### config.mk
export PLATFORM = sky130hd
export DESIGN_NAME = bfloat16_div_seq
export DESIGN_NICKNAME = d
export VERILOG_FILES = /design/src/rtl/bfloat16_div_seq.sv
export SDC_FILE = /design/constraint.sdc
export NUM_CORES = 1
export LEC_CHECK = 0
export ABC_AREA = 1
export CORE_ASPECT_RATIO = 1.4
export CORE_UTILIZATION = 50
export CTS_CLUSTER_SIZE = 25
export DETAILED_ROUTE_END_ITERATION = 12
export GPL_ROUTABILITY_DRIVEN = 1
export GPL_TIMING_DRIVEN = 0
export PLACE_DENSITY = 0.8
export SLEW_MARGIN = 20
export SYNTH_ARGS = -nofsm -noshare
export SYNTH_HDL_FRONTEND = slang
export SYNTH_SLANG_ARGS = --single-unit
export TNS_END_PERCENT = 10
### constraint.sdc
create_clock -name clk -period 6.5 [get_ports clk]
set_clock_uncertainty 0.2 [all_clocks]
set_input_delay 1.3 -clock clk [delete_from_list [all_inputs] [get_ports clk]]
set_output_delay 1.3 -clock clk [all_outputs]
set_load 0.02 [all_outputs]
### src/rtl/bfloat16_div_seq.sv
// Sequential bfloat16 divider: radix-2 restoring division, fixed 12-cycle latency.
// Define BFLOAT_DIV_FLAGS_EN to add the invalid/div_by_zero/overflow/underflow outputs.
module bfloat16_div_seq #(
    parameter int EXP_W = 8,
    parameter int MAN_W = 7,
    localparam int W = 1 + EXP_W + MAN_W
) (
    input  logic         clk,
    input  logic         rst,
    input  logic         start,
    input  logic [W-1:0] a,
    input  logic [W-1:0] b,
    output logic         busy,
    output logic         done,
`ifdef BFLOAT_DIV_FLAGS_EN
    output logic         invalid,
    output logic         div_by_zero,
    output logic         overflow,
    output logic         underflow,
`endif
    output logic [W-1:0] out
);

    localparam int SIG_W = MAN_W + 1;
    localparam int ITER  = MAN_W + 3;
    localparam int EW2   = EXP_W + 2;
    localparam int CNT_W = $clog2(ITER);

    localparam logic signed [EW2-1:0] BIAS  = EW2'((1 << (EXP_W - 1)) - 1);
    localparam logic signed [EW2-1:0] EMAX  = EW2'((1 << EXP_W) - 1);
    localparam logic signed [EW2-1:0] EZERO = '0;
    localparam logic signed [EW2-1:0] EONE  = EW2'(1);
    localparam logic [W-1:0]          QNAN  = {1'b0, {EXP_W{1'b1}}, 1'b1, {(MAN_W-1){1'b0}}};
    localparam logic [CNT_W-1:0]      CNT_INIT = CNT_W'(ITER - 1);

    typedef enum logic [1:0] {IDLE, UNPACK, DIV, ROUND} state_t;

    state_t             state, state_nxt;
    logic [CNT_W-1:0]   cnt;

    logic [W-1:0]       a_p0, b_p0;

    logic               sign_p1;
    logic signed [EW2-1:0] exp_p1;
    logic [SIG_W-1:0]   mb_p1;
    logic               spec_p1;
    logic [W-1:0]       spec_word_p1;

    logic [SIG_W:0]     rem_p2;
    logic [ITER-1:0]    quo_p2;

    logic               sa, sb, sign_c;
    logic [EXP_W-1:0]   ea, eb;
    logic [MAN_W-1:0]   fa, fb;
    logic               a_zero, b_zero, a_inf, b_inf, a_nan, b_nan;
    logic signed [EW2-1:0] exp_c;
    logic               spec_c;
    logic [W-1:0]       spec_word_c;
    logic               div_ge;
    logic [W-1:0]       rnd_word;

`ifdef BFLOAT_DIV_FLAGS_EN
    logic inv_c, dz_c, inv_p1, dz_p1;
`endif

    // Normalise the quotient, round to nearest-even and pack with overflow/flush handling.
    function automatic logic [W-1:0] round_pack(
        input logic                  sgn,
        input logic signed [EW2-1:0] e_in,
        input logic [ITER-1:0]       q,
        input logic                  rem_nz
    );
        logic [MAN_W-1:0]      man;
        logic                  guard, sticky, up, carry;
        logic signed [EW2-1:0] e;
        if (q[ITER-1]) begin
            man    = q[ITER-2 -: MAN_W];
            guard  = q[1];
            sticky = q[0] | rem_nz;
            e      = e_in;
        end else begin
            man    = q[ITER-3 -: MAN_W];
            guard  = q[0];
            sticky = rem_nz;
            e      = e_in - EONE;
        end
        up    = guard & (sticky | man[0]);
        carry = up & (&man);
        man   = man + {{(MAN_W-1){1'b0}}, up};
        if (carry) e = e + EONE;
        if (e >= EMAX)
            round_pack = {sgn, {EXP_W{1'b1}}, {MAN_W{1'b0}}};
        else if (e <= EZERO)
            round_pack = {sgn, {(W-1){1'b0}}};
        else
            round_pack = {sgn, e[EXP_W-1:0], man};
    endfunction

    assign sa = a_p0[W-1];
    assign sb = b_p0[W-1];
    assign ea = a_p0[W-2 -: EXP_W];
    assign eb = b_p0[W-2 -: EXP_W];
    assign fa = a_p0[MAN_W-1:0];
    assign fb = b_p0[MAN_W-1:0];

    assign a_zero = (ea == '0);
    assign b_zero = (eb == '0);
    assign a_inf  = (&ea) && (fa == '0);
    assign b_inf  = (&eb) && (fb == '0);
    assign a_nan  = (&ea) && (fa != '0);
    assign b_nan  = (&eb) && (fb != '0);

    assign sign_c = sa ^ sb;
    assign exp_c  = $signed({2'b00, ea}) - $signed({2'b00, eb}) + BIAS;

    always_comb begin
        spec_c      = 1'b1;
        spec_word_c = '0;
`ifdef BFLOAT_DIV_FLAGS_EN
        inv_c       = 1'b0;
        dz_c        = 1'b0;
`endif
        if (a_nan || b_nan) begin
            spec_word_c = QNAN;
        end else if ((a_zero && b_zero) || (a_inf && b_inf)) begin
            spec_word_c = QNAN;
`ifdef BFLOAT_DIV_FLAGS_EN
            inv_c       = 1'b1;
`endif
        end else if (a_inf) begin
            spec_word_c = {sign_c, {EXP_W{1'b1}}, {MAN_W{1'b0}}};
        end else if (b_zero) begin
            spec_word_c = {sign_c, {EXP_W{1'b1}}, {MAN_W{1'b0}}};
`ifdef BFLOAT_DIV_FLAGS_EN
            dz_c        = 1'b1;
`endif
        end else if (b_inf || a_zero) begin
            spec_word_c = {sign_c, {(W-1){1'b0}}};
        end else begin
            spec_c      = 1'b0;
        end
    end

    assign div_ge   = (rem_p2 >= {1'b0, mb_p1});
    assign rnd_word = round_pack(sign_p1, exp_p1, quo_p2, |rem_p2);
    assign busy     = (state != IDLE);

    always_comb begin
        state_nxt = state;
        case (state)
            IDLE:    if (start) state_nxt = UNPACK;
            UNPACK:  state_nxt = DIV;
            DIV:     if (cnt == '0) state_nxt = ROUND;
            ROUND:   state_nxt = IDLE;
            default: state_nxt = IDLE;
        endcase
    end

    always_ff @(posedge clk) begin
        if (rst) begin
            state <= IDLE;
            cnt   <= '0;
            done  <= 1'b0;
            out   <= '0;
`ifdef BFLOAT_DIV_FLAGS_EN
            invalid     <= 1'b0;
            div_by_zero <= 1'b0;
            overflow    <= 1'b0;
            underflow   <= 1'b0;
`endif
        end else begin
            state <= state_nxt;
            done  <= (state == ROUND);
            if (state == UNPACK)
                cnt <= CNT_INIT;
            else if (state == DIV)
                cnt <= cnt - 1'b1;
            if (state == ROUND) begin
                out <= spec_p1 ? spec_word_p1 : rnd_word;
`ifdef BFLOAT_DIV_FLAGS_EN
                invalid     <= spec_p1 & inv_p1;
                div_by_zero <= spec_p1 & dz_p1;
                // The normal path only yields inf on overflow and zero on flush.
                overflow    <= ~spec_p1 & (&rnd_word[W-2 -: EXP_W]);
                underflow   <= ~spec_p1 & ~(|rnd_word[W-2 -: EXP_W]);
`endif
            end
        end
    end

    // Stage p0: operand capture on accept
    always_ff @(posedge clk) begin
        if (state == IDLE && start) begin
            a_p0 <= a;
            b_p0 <= b;
        end
    end

    // Stage p1: unpacked fields and special-case result
    always_ff @(posedge clk) begin
        if (state == UNPACK) begin
            sign_p1      <= sign_c;
            exp_p1       <= exp_c;
            mb_p1        <= {1'b1, fb};
            spec_p1      <= spec_c;
            spec_word_p1 <= spec_word_c;
`ifdef BFLOAT_DIV_FLAGS_EN
            inv_p1       <= inv_c;
            dz_p1        <= dz_c;
`endif
        end
    end

    // Stage p2: restoring division, one quotient bit per cycle
    always_ff @(posedge clk) begin
        if (state == UNPACK) begin
            rem_p2 <= {1'b0, 1'b1, fa};
            quo_p2 <= '0;
        end else if (state == DIV) begin
            rem_p2 <= (div_ge ? rem_p2 - {1'b0, mb_p1} : rem_p2) << 1;
            quo_p2 <= {quo_p2[ITER-2:0], div_ge};
        end
    end

endmodule

==> reports/metrics.yaml <==
tightestPinTransition_ns: 0.5935
p_leak_nw: 2.899
cts_resized: 0
clk_latency_ns: 0.34
hold_buffers: 0
reg2reg_slack_ns: 3.49
setup.worst_path.class: "register to primary output"
postCtsSetupBuffers: 0
num-fill-cells: 936
io_buffers: 52
timing.rr.start: "rem_p2[2]"
yosysMostFrequentCell: "nand2_1"
place.gp.congestion: 0.8584
stdcell_count: 893
synthArstFlopShare: 0
vias: 4589
grt_pass1_wl_um: 18530
grt_start_max_net_pins: 33
max_freq_mhz: 309.6
peakVddDrop_uv: 217.7
die_x_um: 90.75
clk_pin_slew_ns: 0.07
grt_antenna_before_repair: 0
drv_cap: 0
ios: 53
cts_sinks: 96
nets: 810
end_kind: "primary output"
worstPathRequired_ns: 5.00
setup_tns_ns: 0
synth_area_um2: 5513
grt_pass1_vias: 4469
cts_tree: "yes"
cts.path.max_buffers: 2
synth_common_cells: "nand2_1, inv_1, edfxtp_1"
setup_viol: 0
p_clk_frac: 0.185
r2r_end: "rem_p2[2]"
syn_area_per_cell_um2: 8.060
antenna_cells: 0
period_share: 0.4969
synth.top_cell.area_share: 0.3323
min_period_ns: 3.230
slew_headroom: 0.6038
swShare: 0.4193
initial_core_util: 0.5100
hold_viol: 0
pwr-share-seq: 0.348
hp-start: "b_p0[1]"
wl_per_cell_um: 12.00
numCtsBuffers: 9
worstPathArrival_ns: 1.73
final_layout_size_suffix_gt1_frac: 0.07181
synth_seq_cells: 96
min_path_type: "register to register"
holdPathEnd: "mb_p1[1]"
slew_viol_final: 0
grt.total_usage: 0.1998
switching_power_mw: 1.234
yosys.area.top_type: "edfxtp_1"
power_frac_comb: 0.467
syn_to_final_growth_pct: 18.52
fp.dieH_um: 126.2
rr_worst_depth: 13
vias_per_cell: 5.139
syn-num-nets: 747
core_area_um2: 10810
numPlacedInstances: 877
grt_overflow: 0
whs_ns: 0.2396
ys_warn_count: 0
worstPathMaxFanout: 4
cts_root_buf: "clkbuf_16"
synthCells: 684
rows: 45
p_per_area_nw_per_um2: 450.5
synthDistinctLibCells: 39
drc: 0
min_delay_path_depth: 0
cp-start-kind: "register"
status: "finished, final reports clean"
dr.pass1.iters: 5
hpwl_um: 8569
internal_power_mw: 1.710
dieArea_um2: 11460
first_iter_violations: 248
rsz0062_at_grt: "false"
p_total_mw: 2.944
ys_seq_area_frac: 0.4594
synthFlopType: "edfxtp_1"
ys_top_cells_by_area: "edfxtp_1, dfxtp_1, nand2_1"
finalWirelength_um: 10720
ctsHtreeMaxLevel: 3
synth_edf_count: 61
ant_nets: 0
==> critical path, stage by stage, from the launching register on <==
cell and delay, ns:
dfxtp_1 0.38, inv_1 0.11, ha_1 0.23, inv_1 0.07, clkdlybuf4s50_1 0.59
==> state kept, by name (all words and copies together), names as in the netlist <==
register,cells
spec_p1,1
mb_p1,7
rem_p2,9
out,16
quo_p2,10
cnt,4
state,2
exp_p1,10
a_p0,16
sign_p1,1
b_p0,16
spec_word_p1,3
done,1
==> how the worst max path moves through the flow <==
stage,startpoint,endpoint,slack [ns],depth (start not counted)
2_1_floorplan,start,a_p0[0],3.94,2
3_3_place_gp,start,a_p0[11],3.26,3
3_5_place_dp,start,a_p0[12],3.23,3
4_1_cts,state[0],busy,3.27,4
5_1_grt,rem_p2[2],rem_p2[1],3.18,14
6_report,state[0],busy,3.27,4
==> through the flow <==
step / utilization / area (um2) / worst slack [ns]
final: 0.6044 / 6534 / 3.270
after global routing: 0.6044 / 6534 / 3.176
after CTS: 0.6042 / 6531 / 3.268
after detailed placement: 0.5744 / 6210 / 3.228
after global placement: 0.5744 / 6210 / 3.256
after floorplan: - / 5513 / 3.939
==> per-layer routing <==
layer  up-vias  global-route usage  wire (um)
met4         0              0.1290        453
met3        35             0.02295        297
met5         -                   0          0
met1      2077              0.2074       4192
li1       2365                   -          -
met2       112              0.3752       5774
==> kinds of logic (layout without fill, tap and decap cells) <==
| kind of cell | after synthesis | in the layout | share of synthesized area |
|---|---|---|---|
| fa+ha+maj | 28 | 28 | 0.06627 |
| buf+inv | 125 | 193 | 0.09056 |
| flops | 96 | 96 | 0.4594 |
| simple gates | 323 | 323 | 0.2596 |
| compound gates | 89 | 89 | 0.08761 |
| xor+xnor | 23 | 23 | 0.03654 |
==> cell type report <==
type	count	area [um2]	area share
plain buffers	13	78.83	0.01206
clock buffers	13	302.8	0.04634
multi-input cells	463	2484	0.3801
flip-flops and latches	96	2532	0.3876
inverters	112	420.4	0.06434
repair buffers	52	520.5	0.07966
well taps	141	176.4	0.02700
clock inverters	3	18.77	0.002872
==> power by group through the flow <==
| stage | clock network (mW) | registers, mW | logic, mW |
|---|---|---|---|
| 2_1_floorplan | 0 | 1.01 | 1.03 |
| 3_3_place_gp | 0 | 1.03 | 1.30 |
| 3_5_place_dp | 0 | 1.04 | 1.36 |
| 4_1_cts | 0.553 | 1.03 | 1.37 |
| 5_1_grt | 0.581 | 1.04 | 1.56 |
| 6_report | 0.545 | 1.02 | 1.37 |
==> placed cells by master, fill, tap and decap left out, drive strengths merged, types with 5 or more instances in the layout <==
cell type,netlist,final
nand3,46,46
buf,5,5
nor2,64,64
xor2,17,17
dfxtp,35,35
clkdlybuf4s50,0,52
a21oi,40,40
edfxtp,61,61
o21ai,40,40
nand2,178,178
nand4,19,19
ha,26,26
nor4,6,6
xnor2,6,6
inv,110,110
clkinv,2,5
clkbuf,8,21
(Power assumes the default switching activity.)
